### src/rtl/case5_sweep_ctrl.sv
// Sweeps a 6-bit stimulus range into the case5 logic and
// accumulates per-output hit counts plus a 16-bit MISR signature.
module case5_sweep_ctrl #(
  parameter int unsigned SETTLE = 1,
  parameter logic [15:0] SEED   = 16'hFFFF
) (
  input  logic        clk,
  input  logic        rst_n,
  input  logic        start,
  input  logic        abort,
  input  logic [5:0]  vec_lo,
  input  logic [5:0]  vec_hi,
  output logic [5:0]  drv,
  input  logic [2:0]  resp,
  output logic        busy,
  output logic        done,
  output logic [6:0]  cnt_x,
  output logic [6:0]  cnt_y,
  output logic [6:0]  cnt_z,
  output logic [15:0] sig
);

  typedef enum logic [1:0] {
    S_IDLE,
    S_WAIT,
    S_CAPT,
    S_FIN
  } state_e;

  localparam logic [3:0]  SETTLE_V = 4'(SETTLE);
  localparam logic [15:0] POLY     = 16'h1021;

  state_e      state_q, state_d;
  logic [5:0]  drv_q, drv_d;
  logic [5:0]  hi_q, hi_d;
  logic [3:0]  settle_q, settle_d;
  logic [6:0]  cnt_x_q, cnt_x_d;
  logic [6:0]  cnt_y_q, cnt_y_d;
  logic [6:0]  cnt_z_q, cnt_z_d;
  logic [15:0] sig_q, sig_d;

  logic st_idle;
  logic st_wait;
  logic st_capt;
  logic accept;
  logic wait_dec;
  logic capt;
  logic last_vec;
  logic advance;
  logic [15:0] sig_mix;

  assign st_idle  = (state_q == S_IDLE);
  assign st_wait  = (state_q == S_WAIT);
  assign st_capt  = (state_q == S_CAPT);
  assign accept   = st_idle & start & ~abort;
  assign wait_dec = st_wait & ~abort
                  & (settle_q != 4'd0);
  assign capt     = st_capt & ~abort;
  assign last_vec = (drv_q == hi_q);
  assign advance  = capt & ~last_vec;

  assign sig_mix = {sig_q[14:0], 1'b0}
                 ^ (sig_q[15] ? POLY : 16'h0000)
                 ^ {13'b0, resp};

  // state register
  always_ff @(posedge clk or negedge rst_n) begin
    if (!rst_n) begin
      state_q <= S_IDLE;
    end else begin
      state_q <= state_d;
    end
  end

  // next-state logic
  always_comb begin
    state_d = state_q;
    unique case (state_q)
      S_IDLE: begin
        if (start && !abort) begin
          state_d = S_WAIT;
        end
      end
      S_WAIT: begin
        if (abort) begin
          state_d = S_IDLE;
        end else if (settle_q == 4'd0) begin
          state_d = S_CAPT;
        end
      end
      S_CAPT: begin
        if (abort) begin
          state_d = S_IDLE;
        end else if (last_vec) begin
          state_d = S_FIN;
        end else begin
          state_d = S_WAIT;
        end
      end
      S_FIN: begin
        state_d = S_IDLE;
      end
      default: begin
        state_d = S_IDLE;
      end
    endcase
  end

  // outputs; an abort during FIN suppresses the pulse
  always_comb begin
    busy = (state_q != S_IDLE);
    done = (state_q == S_FIN) & ~abort;
  end

  always_comb begin
    drv_d    = drv_q;
    hi_d     = hi_q;
    settle_d = settle_q;
    unique case (1'b1)
      accept: begin
        drv_d    = vec_lo;
        hi_d     = vec_hi;
        settle_d = SETTLE_V;
      end
      wait_dec: begin
        settle_d = settle_q - 4'd1;
      end
      advance: begin
        drv_d    = drv_q + 6'd1;
        settle_d = SETTLE_V;
      end
      default: begin
      end
    endcase
  end

  always_comb begin
    cnt_x_d = cnt_x_q;
    cnt_y_d = cnt_y_q;
    cnt_z_d = cnt_z_q;
    sig_d   = sig_q;
    unique case (1'b1)
      accept: begin
        cnt_x_d = 7'd0;
        cnt_y_d = 7'd0;
        cnt_z_d = 7'd0;
        sig_d   = SEED;
      end
      capt: begin
        cnt_x_d = cnt_x_q + {6'b0, resp[2]};
        cnt_y_d = cnt_y_q + {6'b0, resp[1]};
        cnt_z_d = cnt_z_q + {6'b0, resp[0]};
        sig_d   = sig_mix;
      end
      default: begin
      end
    endcase
  end

  always_ff @(posedge clk or negedge rst_n) begin
    if (!rst_n) begin
      drv_q    <= 6'd0;
      hi_q     <= 6'd0;
      settle_q <= 4'd0;
      cnt_x_q  <= 7'd0;
      cnt_y_q  <= 7'd0;
      cnt_z_q  <= 7'd0;
      sig_q    <= SEED;
    end else begin
      drv_q    <= drv_d;
      hi_q     <= hi_d;
      settle_q <= settle_d;
      cnt_x_q  <= cnt_x_d;
      cnt_y_q  <= cnt_y_d;
      cnt_z_q  <= cnt_z_d;
      sig_q    <= sig_d;
    end
  end

  assign drv   = drv_q;
  assign cnt_x = cnt_x_q;
  assign cnt_y = cnt_y_q;
  assign cnt_z = cnt_z_q;
  assign sig   = sig_q;

endmodule

### config.mk
export PLATFORM = sky130hd
export DESIGN_NAME = case5_sweep_ctrl
export DESIGN_NICKNAME = d
export VERILOG_FILES = /design/src/rtl/case5_sweep_ctrl.sv
export SDC_FILE = /design/constraint.sdc
export NUM_CORES = 1
export LEC_CHECK = 0
export BUFFER_PORTS_ARGS = -buffer_cell sky130_fd_sc_hd__buf_2
export CAP_MARGIN = 5
export CORE_MARGIN = 3
export CORE_UTILIZATION = 38
export DETAILED_ROUTE_END_ITERATION = 16
export GPL_TIMING_DRIVEN = 1
export SLEW_MARGIN = 20
export SYNTH_ARGS = -nofsm -noshare
export SYNTH_HDL_FRONTEND = slang
export SYNTH_SLANG_ARGS = --single-unit
### constraint.sdc
create_clock -name clk -period 4.7 [get_ports clk]
set_clock_uncertainty 0.05 [all_clocks]
set_input_delay 0.235 -clock clk [delete_from_list [all_inputs] [get_ports clk]]
set_output_delay 0.235 -clock clk [all_outputs]
set_load 0.03 [all_outputs]
# Word level (Yosys, flattened, before mapping)
# Cells that the tools add are included.
# totals
register_bits	55
input_bits	19
out_inout_bits	45
# classes
addsub	5
n_eq_ne	6
mux	13
n_bitwise	11
n_reduce_logical	11
# op_table
op	count
$pmux 7 s2	3
$pmux 16 s2	1
$add 7x1->7	3
$xor 16x13->16	1
$xor 16x3->16	1
$mux 13	1
$pmux 6 s2	1
$mux 2	5
$pmux 2 s4	1
$pmux 4 s2	1
$reduce_bool 2->1	4
$and 1x1->1	7
$add 6x1->6 const B	1
$eq 6x6->1	1
$eq 2x2->1 const B	2
$logic_not 4->1	1
$reduce_bool 4->1	1
$sub 4x1->4 const B	1
$ne 3x2->1 const B	1
$eq 2x1->1 const B	1
$logic_not 2->1	1
$ne 2x1->1 const B	1
$not 1->1	2
$reduce_and 2->1	1
3 further kinds	3

# Longest topological paths before layout
# logic_depth
depth_word	5
mapped_depth	7

# Worst setup path after synthesis
# OpenSTA, ideal clock, no wires.
# synth_path
path_kind	register -> register
start	reg settle_q[0]
end	reg settle_q[0]
setup_ns	0.131
t_arrival_ns	1.646
required_ns	4.519
path_slack_ns	2.873
stages_incl_launch_ff	7
path_buffers	0
synth_period_minus_slack_ns	1.827
path_cell_list	dfrtp_1 > inv_1 > ha_1 > or3b_2 > and2_1 > xnor2_1 > or3_1
# synth_between
elab_chain_cells	3
# synth_rtl
element	line	rtl
start: declaration	36	logic [3:0] settle_q, settle_d;
start signal: assignment	172	settle_q <= settle_d;
parallel branches: the longest is 3 deep, another holds $sub 4x1->4	n/a	
# Several ways; the timed one is not identified.
# A chain may end at the register's enable or synchronous reset.

# Final worst setup path
# layout_path
start	reg state_q[1]
end	reg cnt_z_q[2] (netlist: cnt_z[2])
# layout_between
elab_chain_cells	4
# layout_rtl
element	line	rtl
start: declaration	33	state_e state_q, state_d;
start signal: assignment	71	state_q <= state_d;
$logic_not 2->1	52	assign st_idle = (state_q == S_IDLE);
$and 1x1->1 (2 in series)	55	assign accept = st_idle & start & ~abort;
$pmux 7 s2 / $reduce_bool 2->1 (equally long branches)	n/a	
end signal: assignment	175	cnt_z_q <= cnt_z_d;
end: declaration	39	logic [6:0] cnt_z_q, cnt_z_d;
# Several ways; a longest one is shown, not always the timed one.

==> impl_metrics.env <==
export IMPL_antenna_found_initial=0
export IMPL_ys_warnings_count=0
export IMPL_hold_viol=15
export IMPL_grt_pass1_vias=2083
export IMPL_num_fill_cells=716
export IMPL_remaining_drc_errors=0
export IMPL_crit_path_max_fanout=24
export IMPL_dpl_hpwl_microns=4090
export IMPL_fin_hold_ws_ns=-0.0256
export IMPL_worstPathArrival_ns=2.42
export IMPL_ir_worst_vdd_mv=0.182
export IMPL_layout_nets=342
export IMPL_htreeDepth=2
export IMPL_drtIter0Drc=56
export IMPL_postCtsSetupBuffers=0
export IMPL_synth_main_ff_cell="dfrtp_1"
export IMPL_most_common_layout_cells="63 x buf_2, 40 x nand2_1, 39 x dfrtp_1, 17 x nor2_1, 16 x dfstp_2"
export IMPL_insertion_delay_ns=0.32
export IMPL_syn_num_nets=283
export IMPL_max_slew_margin_pct=36.5
export IMPL_fmax_mhz=438
export IMPL_numCtsBuffers=5
export IMPL_drtAntennaViolNets=0
export IMPL_ioPinCount=64
export IMPL_start_util_pct=39.7
export IMPL_synth_cell_types=46
export IMPL_finalSetupTns_ns=0
export IMPL_syn_avg_cell_area_sq_um=10.8
export IMPL_maxSlewViolCount=0
export IMPL_fin_crit_ns=2.28
export IMPL_cellLeakagePower_nw=1.44
export IMPL_crit_path_end_kind="flip-flop"
export IMPL_setup_viol=0
export IMPL_worst_pin_slew_ns=0.952
export IMPL_row_count=30
export IMPL_vias=2136
export IMPL_grt_pass1_wl_microns=10100
export IMPL_gp_congestion=0.730
export IMPL_cts_tree="done"
export IMPL_violations="negative hold slack"
export IMPL_critical_path_required_ns=4.83
export IMPL_dr_pass1_iters=4
export IMPL_critical_path_class="flip-flop to flip-flop"
export IMPL_clock_sinks=55
export IMPL_port_buffers=63
export IMPL_grt_start_max_net_pins=56
export IMPL_die_x_microns=91.0
export IMPL_syn_inst=255
export IMPL_via_per_inst=5.20
export IMPL_outcome="finished with violations"
export IMPL_wl_microns=5910
export IMPL_wl_per_cell_microns=14.4
export IMPL_drive_above_1_share_pct=30.8
export IMPL_root_buffer="clkbuf_8"
export IMPL_synthArstFlopShare_pct=100
export IMPL_dieArea_sq_mm=0.00827
export IMPL_rsz0062_at_grt="no"
export IMPL_netlist_area_sq_mm=0.00274
export IMPL_seq_area_frac_synth_pct=50.9
export IMPL_grt_usage_pct=14.9
export IMPL_syn_to_final_growth_pct=16.2
export IMPL_synth_edf_count=0
export IMPL_cap_violations=0
export IMPL_timing_final_crit_share_pct=48.6
export IMPL_overflow=0
export IMPL_post_cts_resized=0
export IMPL_cts_clk_slew_worst_paths_ns=0.11
export IMPL_coreArea_sq_mm=0.00691
export IMPL_hold_buffers=0
export IMPL_hold_path_class="input port to async pin"
export IMPL_cellPowerDensity_mw_per_mm2=392
export IMPL_clock_path_buffers=2
export IMPL_ys_ff_latch=55
export IMPL_fp_dieH_microns=91.0
export IMPL_insertedDiodeCount=0
export IMPL_critPathLaunchType="flip-flop"
export IMPL_final_common_cell="buf_2"
logic make-up (layout without fill, tap and decap cells):
group                    after synthesis  count (layout)  synth area share (%)
multiplexers                           4               4                  1.69
adder cells (fa/ha/maj)                9               9                  4.11
AND/OR/NAND/NOR                       96              96                  18.7
XOR/XNOR                              15              15                  4.79
buffers and inverters                 15              75                  3.79
flip-flops                            55              55                  50.9
AO/OA/AOI/OAI                         61              61                  16.0
registers in the layout, indices dropped and copies added, names as in the netlist:
| name | flops |
|---|---|
| state_q | 2 |
| cnt_z | 7 |
| hi_q | 6 |
| drv | 6 |
| settle_q | 4 |
| sig | 16 |
| cnt_y | 7 |
| cnt_x | 7 |
metrics by stage:
stage | util, % | worst slack, ns | power, W | instances | instance area (sq um)
finish | 46.2 | 2.42 | 0.00125 | 411 | 3190
global route | 46.2 | 2.16 | 0.00133 | 411 | 3190
CTS | 46.2 | 2.35 | 0.00127 | 411 | 3190
detailed placement | 44.8 | 2.33 | 0.000981 | 403 | 3090
global placement | 44.8 | 2.43 | 0.000978 | 403 | 3090
floorplan | - | 2.87 | 0.000880 | 255 | 2740
cell type report:
class                   instances  area, sq um  area share (%)
clock buffers                   7         86.3            2.71
well taps                      96          120            3.77
clock inverters                 1         8.76           0.275
multi-input cells             185         1240            39.0
inverters                       3         11.3           0.353
flip-flops and latches         55         1400            43.8
repair buffers                 64          323            10.1
routing by layer:
layer | share of wire [%] | vias to the layer above | global-route usage [%]
li1 | - | 1041 | -
met1 | 48 | 1035 | 20.1
met2 | 46 | 55 | 22.9
met3 | 5.0 | 5 | 3.98
met4 | 1.3 | 0 | 5.78
met5 | 0 | - | 0
cells in the mapped netlist, types with 2 or more instances:
cell	count	area, sq um
dfrtp_1	39	976
a21oi_1	7	35.0
a22o_1	6	52.6
nand2_1	40	150
dfstp_2	16	420
o211ai_1	8	60.1
o31ai_1	6	45.0
xnor2_1	13	114
o21ai_0	15	75.1
ha_1	9	113
buf_6	5	56.3
nor3_1	3	15.0
nand4_1	7	43.8
nor2_1	17	63.8
nand3_1	10	50.1
xor2_1	2	17.5
buf_2	5	25.0
and2_1	3	18.8
a2bb2oi_1	2	17.5
o22a_1	11	96.3
inv_1	3	11.3
mux2i_1	2	20.0
nor3b_1	2	15.0
nor4_1	2	12.5
path summary, 6_finish.rpt:
path | startpoint | endpoint | slack [ns] | cells past startpoint
worst max-delay path | state_q[1]$_DFFE_PN0P_ | cnt_z[2]$_DFFE_PN0P_ | 2.42 | 4
worst min-delay path | rst_n | hi_q[4]$_DFFE_PN0P_ | -0.03 | 2
worst max register to register | state_q[1]$_DFFE_PN0P_ | cnt_z[2]$_DFFE_PN0P_ | 2.42 | 4
worst min register to register | cnt_x[6]$_DFFE_PN0P_ | cnt_x[6]$_DFFE_PN0P_ | 0.43 | 1
max in group asynchronous | rst_n | settle_q[1]$_DFFE_PN0P_ | 4.14 | 2
min in group clk | vec_hi[2] | hi_q[2]$_DFFE_PN0P_ | 0.05 | 3
critical path: stages (launching register included):
cell and delay, ns:
dfrtp_1 0.54, nor3b_4 0.85, nor2_1 0.36, o21ai_0 0.23, o21ai_0 0.12
report_power, final:
group / total (W) / internal, W / switching [W]
clock network: 0.000280 / 0.000122 / 0.000158
logic: 0.000359 / 0.000139 / 0.000220
registers: 0.000609 / 0.000540 / 0.0000689
total: 0.00125 / 0.000801 / 0.000447
Power figures use the tool's default switching activity.
